$ cat src/rtl/m_sertx_if.sv
// ---------------------------------------------------------------------------
// m_sertx_if : CPU-side bus for the serial transmitter.
//
//   din    byte to transmit
//   ld     one-cycle load strobe for din
//   div    bit period minus one, in clk cycles
//   pen    parity enable
//   podd   1 = odd parity, 0 = even parity
//   stop2  1 = two stop bits, 0 = one stop bit
//   txd    serial line out (idles high)
//   txrdy  holding register empty, ld will be accepted
//   txidle shifter idle and holding register empty
//
// master : the bus decode driving the transmitter
// slave  : the transmitter itself
// ---------------------------------------------------------------------------
interface m_sertx_if #(
    parameter int DIVW = 12
);
    logic [7:0]      din;
    logic            ld;
    logic [DIVW-1:0] div;
    logic            pen;
    logic            podd;
    logic            stop2;
    logic            txd;
    logic            txrdy;
    logic            txidle;

    modport master (
        output din, ld, div, pen, podd, stop2,
        input  txd, txrdy, txidle
    );

    modport slave (
        input  din, ld, div, pen, podd, stop2,
        output txd, txrdy, txidle
    );
endinterface

$ cat src/rtl/m_sertx.sv
// ---------------------------------------------------------------------------
// m_sertx : asynchronous serial transmitter.
//
// Bytes written through a single-entry holding register are shifted out
// LSB-first on txd as: start bit, 8 data bits, optional parity bit, then
// one or two stop bits. Each bit lasts div+1 clk cycles. Frame settings
// (div, pen, podd, stop2) are captured when a byte moves from the holding
// register into the shifter and stay fixed for that frame.
//
// Ports:
//   clk  system clock, all state changes on its rising edge
//   r    synchronous active-high reset, wins over ld
//   bus  m_sertx_if slave modport (din/ld/div/pen/podd/stop2 in,
//        txd/txrdy/txidle out, all outputs straight from flops)
// ---------------------------------------------------------------------------
module m_sertx #(
    parameter int DIVW = 12
) (
    input  logic      clk,
    input  logic      r,
    m_sertx_if.slave  bus
);
    typedef enum logic [2:0] {
        S_IDLE,
        S_START,
        S_DATA,
        S_PAR,
        S_STOP
    } state_t;

    state_t          state_reg,    state_next;
    logic [7:0]      hold_reg,     hold_next;
    logic            hold_full_reg, hold_full_next;
    logic [7:0]      shift_reg,    shift_next;
    logic            par_reg,      par_next;
    logic            pen_reg,      pen_next;
    logic            stop2_reg,    stop2_next;
    logic [DIVW-1:0] div_lat_reg,  div_lat_next;
    logic [DIVW-1:0] div_cnt_reg,  div_cnt_next;
    logic [2:0]      bit_cnt_reg,  bit_cnt_next;
    logic            txd_reg,      txd_next;
    logic            txidle_reg,   txidle_next;

    logic            tick;
    logic            load_frame;
    logic [8:0]      par_chain;

    // Parity of the byte about to enter the shifter, seeded with podd so
    // the chain end is directly the bit to put on the line.
    assign par_chain[0] = bus.podd;
    generate
        for (genvar gi = 0; gi < 8; gi++) begin : g_par
            assign par_chain[gi+1] = par_chain[gi] ^ hold_reg[gi];
        end
    endgenerate

    assign tick = (div_cnt_reg == div_lat_reg);

    always_comb begin
        state_next     = state_reg;
        hold_next      = hold_reg;
        hold_full_next = hold_full_reg;
        shift_next     = shift_reg;
        par_next       = par_reg;
        pen_next       = pen_reg;
        stop2_next     = stop2_reg;
        div_lat_next   = div_lat_reg;
        div_cnt_next   = tick ? '0 : div_cnt_reg + {{(DIVW-1){1'b0}}, 1'b1};
        bit_cnt_next   = bit_cnt_reg;
        txd_next       = txd_reg;
        load_frame     = 1'b0;

        case (state_reg)
            S_IDLE: begin
                div_cnt_next = '0;
                txd_next     = 1'b1;
                if (hold_full_reg) begin
                    load_frame = 1'b1;
                end
            end
            S_START: begin
                if (tick) begin
                    state_next   = S_DATA;
                    bit_cnt_next = 3'd0;
                    txd_next     = shift_reg[0];
                end
            end
            S_DATA: begin
                if (tick) begin
                    if (bit_cnt_reg == 3'd7) begin
                        bit_cnt_next = 3'd0;
                        if (pen_reg) begin
                            state_next = S_PAR;
                            txd_next   = par_reg;
                        end else begin
                            state_next = S_STOP;
                            txd_next   = 1'b1;
                        end
                    end else begin
                        shift_next   = {1'b0, shift_reg[7:1]};
                        bit_cnt_next = bit_cnt_reg + 3'd1;
                        txd_next     = shift_reg[1];
                    end
                end
            end
            S_PAR: begin
                if (tick) begin
                    state_next   = S_STOP;
                    bit_cnt_next = 3'd0;
                    txd_next     = 1'b1;
                end
            end
            S_STOP: begin
                if (tick) begin
                    // bit_cnt_reg counts completed stop bits here
                    if (stop2_reg && (bit_cnt_reg == 3'd0)) begin
                        bit_cnt_next = 3'd1;
                    end else if (hold_full_reg) begin
                        load_frame = 1'b1;   // back-to-back, no idle gap
                    end else begin
                        state_next = S_IDLE;
                    end
                end
            end
            default: begin
                state_next = S_IDLE;
                txd_next   = 1'b1;
            end
        endcase

        // Holding register -> shifter transfer. A full holding register
        // means txrdy is low, so ld can never coincide with the transfer.
        if (load_frame) begin
            state_next     = S_START;
            shift_next     = hold_reg;
            par_next       = par_chain[8];
            pen_next       = bus.pen;
            stop2_next     = bus.stop2;
            div_lat_next   = bus.div;
            div_cnt_next   = '0;
            bit_cnt_next   = 3'd0;
            txd_next       = 1'b0;
            hold_full_next = 1'b0;
        end else if (bus.ld && !hold_full_reg) begin
            hold_next      = bus.din;
            hold_full_next = 1'b1;
        end

        txidle_next = (state_next == S_IDLE) && !hold_full_next;
    end

    always_ff @(posedge clk) begin
        if (r) begin
            state_reg     <= S_IDLE;
            hold_reg      <= '0;
            hold_full_reg <= 1'b0;
            shift_reg     <= '0;
            par_reg       <= 1'b0;
            pen_reg       <= 1'b0;
            stop2_reg     <= 1'b0;
            div_lat_reg   <= '0;
            div_cnt_reg   <= '0;
            bit_cnt_reg   <= 3'd0;
            txd_reg       <= 1'b1;
            txidle_reg    <= 1'b1;
        end else begin
            state_reg     <= state_next;
            hold_reg      <= hold_next;
            hold_full_reg <= hold_full_next;
            shift_reg     <= shift_next;
            par_reg       <= par_next;
            pen_reg       <= pen_next;
            stop2_reg     <= stop2_next;
            div_lat_reg   <= div_lat_next;
            div_cnt_reg   <= div_cnt_next;
            bit_cnt_reg   <= bit_cnt_next;
            txd_reg       <= txd_next;
            txidle_reg    <= txidle_next;
        end
    end

    assign bus.txd    = txd_reg;
    assign bus.txrdy  = ~hold_full_reg;
    assign bus.txidle = txidle_reg;

endmodule

$ cat src/flat_wrapper.sv
// flat-port wrapper written by rule: the top's interface ports become plain ports
module m_sertx_flat 
#(
    parameter int DIVW = 12
)
  (clk, r, bus_din, bus_ld, bus_div, bus_pen, bus_podd, bus_stop2, bus_txd, bus_txrdy, bus_txidle);
  m_sertx_if #(.DIVW(DIVW)) bus_i ();
  input  logic clk;
  input  logic r;
  input wire logic [$bits(bus_i.din)-1:0] bus_din;
  input wire logic [$bits(bus_i.ld)-1:0] bus_ld;
  input wire logic [$bits(bus_i.div)-1:0] bus_div;
  input wire logic [$bits(bus_i.pen)-1:0] bus_pen;
  input wire logic [$bits(bus_i.podd)-1:0] bus_podd;
  input wire logic [$bits(bus_i.stop2)-1:0] bus_stop2;
  output wire logic [$bits(bus_i.txd)-1:0] bus_txd;
  output wire logic [$bits(bus_i.txrdy)-1:0] bus_txrdy;
  output wire logic [$bits(bus_i.txidle)-1:0] bus_txidle;
  assign bus_i.din = bus_din;
  assign bus_i.ld = bus_ld;
  assign bus_i.div = bus_div;
  assign bus_i.pen = bus_pen;
  assign bus_i.podd = bus_podd;
  assign bus_i.stop2 = bus_stop2;
  assign bus_txd = bus_i.txd;
  assign bus_txrdy = bus_i.txrdy;
  assign bus_txidle = bus_i.txidle;
  m_sertx #(.DIVW(DIVW)) u_core (.clk(clk), .r(r), .bus(bus_i));
endmodule
$ cat config.mk
export PLATFORM = sky130hd
export DESIGN_NAME = m_sertx_flat
export DESIGN_NICKNAME = d
export VERILOG_FILES = /design/src/rtl/m_sertx_if.sv /design/src/rtl/m_sertx.sv /design/src/flat_wrapper.sv
export SDC_FILE = /design/constraint.sdc
export NUM_CORES = 1
export LEC_CHECK = 0
export BUFFER_PORTS_ARGS = -buffer_cell sky130_fd_sc_hd__buf_4
export CAP_MARGIN = 40
export CORE_ASPECT_RATIO = 1.2
export CORE_UTILIZATION = 52
export DETAILED_ROUTE_END_ITERATION = 7
export PLACE_DENSITY_LB_ADDON = 0.15
export SYNTH_ARGS = -nofsm -noshare
export SYNTH_HDL_FRONTEND = slang
export SYNTH_SLANG_ARGS = --single-unit
$ cat constraint.sdc
create_clock -name clk -period 2 [get_ports clk]
set_clock_uncertainty 0.05 [all_clocks]
set_input_delay 0.4 -clock clk [delete_from_list [all_inputs] [get_ports clk]]
set_output_delay 0.4 -clock clk [all_outputs]
set_load 0.005 [all_outputs]
==> impl_results.md <==
* EDFF count, synth at 0
* IO buf count at 28
* Largest net degree at the start of global routing at 37
* Congestion Overflow GR at 0
* Share of synthesized registers carrying an async set or reset at 0%
* Vias per inst at 5.36
* Share of layout cells above drive strength 1 at about 26%
* Post-synthesis adder-cell area fraction at 2.06%
* Period Utilization, post-route at 95.8%
* Synth Area in XOR/XNOR at 10.8%
* CP Class: reg -> reg
* Synth Instances at 272
* Core outline area at 0.00436 mm^2
* Final WL at 5.27 mm
* First-pass GRT wire length at ~8.1 mm
* Mean Syn Cell Area at 8.95 um^2
* Setup_tns at 0 ps
* Synth top area share at 42.8%
* Crit. End Element: register
* Latest clock arrival within the worst-skew pair at 300 ps
* Leading area contributor after synthesis: dfxtp_1
* Clk sink count at 52
* Post-synthesis compound-gate area fraction at 9.10%
* Final Util at 70.6%
* Pre-Repair DR Iteration Count at 4
* Synth warn at 0
* Peak Freq at 522 MHz
* I/O pin count at 29
* GRT Total Usage at 21.0%
* Mapped cell area at 0.00243 mm^2
* Sequential share of the synthesized area at 42.8%
* Buf/Inv on CP at 1
* Antenna violations before repair at 0
* Commonest cells in the netlist: nor2_1 (57), dfxtp_1 (52), xnor2_1 (23), mux2i_1 (22), nand2_1 (17)
* Std cell rows at 26
* CTS tree: yes
* Fin. max-slew vios at 0
* Fraction of power consumed by sequential logic at 34.0%
* Crit path arrival time at 2070 ps
* Clk network pwr share at 14.7%
* H-tree depth at 2
* DR WL/cell at between 10 and 15 um
* Die ar. at 0.00496 mm^2
* Register area at 0.00105 mm^2
* Largest family of logic cells by synthesized area: simple AND/OR/NAND/NOR gates
* TritonCTS Buffers at 5
* Worst IR Drop VDD at 714 uV
* CP Launch Type: register
* PwrDens at 1370 mW/mm^2
* DP Wirelength at 3.46 mm
* Clock Tree Buf Depth at 2
* Top-count cell post-synth: nor2_1
* Top FF cell, synth: dfxtp_1
* Mux share of post-synthesis cell area at under 10%
* Synth top area cells: dfxtp_1 (43%), mux2i_1 (9.0%), nor2_1 (8.8%)
* Post-place setup slack at 57.4 ps
* Maximum fanout along the worst path at 4
* Area growth, synth to finish at 26.5%
* Starting DRT DRC Count at 107
* Psw at 1.54 mW
* Placer Congestion at roughly 0.81
* Worst-path clk slew at around 100 ps
* Setup WS post-layout at 84.6 ps
* Net Sw Frac at 36.5%
* Crit-path cells: xnor2_1, nand4_1, nor3_4, dlymetal6s2s_1, nand2_1, o22a_1, a41o_1
* Die Y at 76.9 um
* Post-route DRC at 0
* Multi-input gate area at 0.00135 mm^2
* Yosys cell types at 43
* P_leak at 1.28 nW
* Initial Util at roughly 56%
* Max cap viols at 0
* Fillers at 356
* R2r setup slk at 80 ps
* Number of nets with antenna violations after routing at 0
* Outcome: completed
* Delay-heaviest family, CP: simple AND/OR/NAND/NOR gates
* Worst Tran Pin Value at 381 ps
* Setup violations, final at 0
* Final hold viol count at 0
* Chip width at approximately 64 um
* Logic pwr share at a little over 50%
* ANT cells at 0
* Net Count, Synth at 302
* Final Total Pwr at 4.23 mW
* Required time worst endpoint at roughly 2200 ps
* Slowest stage delay, CP at 390 ps
* Yosys reg bits at 52
* Fin nets at 353
* Min Tclk post-route at 1920 ps
* Vias in the first global route at 1874
* Simple-gate share of the synthesized area at 22.4%
* CTS root buf: clkbuf_8
* HP Class: in -> reg
* Slowest stage cell, crit path: dfxtp_1
* Non-Filler Instances at 380
* Vias at 2035
* Placed Cells at between 300 and 400
* Post-CTS Hold Buffers at 0
* Max-slew headroom at between 70% and 80%
* Pint at 2.68 mW
-- cell usage in the layout (no fill, tap or decap), drive strengths merged, types with 2 or more instances in the layout --
cell type,count
ha,4
a21oi,9
inv,6
or2,3
clkbuf,9
mux2i,22
o21ai,4
nor3,3
nand4,6
nand3b,3
nand2,17
buf,54
xor2,7
nand2b,3
a311oi,6
dfxtp,52
xnor2,23
nand3,15
nor2b,2
nor2,57
-- worst reg2reg max path, delay by kind of cell (launching register included) --
family	cells	cell delay (ps)
AND/OR/NAND/NOR	3	610
AO/OA/AOI/OAI	2	410
flip-flops	1	390
buffers and inverters	1	230
XOR/XNOR	1	150
-- layout make-up --
class                      instances  area share (%)
sequential                        52            34.0
clock inverter                     1           0.244
multi-input combinational        201            43.8
tap                               56            2.28
timing repair buffer              57            16.1
clock buffer                       7            2.80
inverter                           6           0.731
-- logic make-up (layout without fill, tap and decap cells) --
group,count (synthesis),count (layout)
fa+ha+maj,4,4
buf+inv,19,71
xor+xnor,30,30
compound gates,31,31
mux,22,22
flops,52,52
simple gates,114,114
-- power by group through the flow --
stage | logic, mW | registers [mW] | clock network, mW
floorplan | 1.25 | 1.39 | 0
global placement | 1.62 | 1.44 | 0
detailed placement | 1.64 | 1.45 | 0
CTS | 1.65 | 1.42 | 0.638
global route | 2.34 | 1.46 | 0.672
finish | 2.17 | 1.44 | 0.622
-- path summary, 6_finish.rpt --
| kind | startpoint | endpoint | cells after the start |
|---|---|---|---|
| worst max-delay path | u_core.div_cnt_reg[11] | u_core.bus.txidle | 7 |
| worst min-delay path | bus_din[0] | u_core.hold_reg[0] | 3 |
| worst max register to register | u_core.div_cnt_reg[11] | u_core.bus.txidle | 7 |
| worst min register to register | u_core.bit_cnt_reg[1] | u_core.bit_cnt_reg[1] | 2 |
-- stage by stage --
step                area (um^2)  hold WS (ps)
floorplan                  2430           394
global placement           2790           407
detailed placement         2790           414
CTS                        2880           265
global route               3080           270
finish                     3080           268
-- timing repair --
item	4_1_cts	5_1_grt
setup endpoints to repair	0	23
buffers inserted	0	11
gates resized for setup	0	18
-- layer usage --
layer	vias to the layer above	wire length, um	part of all wire, %	GRT usage (%)
li1	1033	-	-	-
met1	970	2310	44	24.2
met5	-	0	0	0
met4	0	97	1.8	9.56
met3	7	117	2.2	4.17
met2	25	2740	52	36.5
Note: power is estimated with default switching activity, not from simulation.
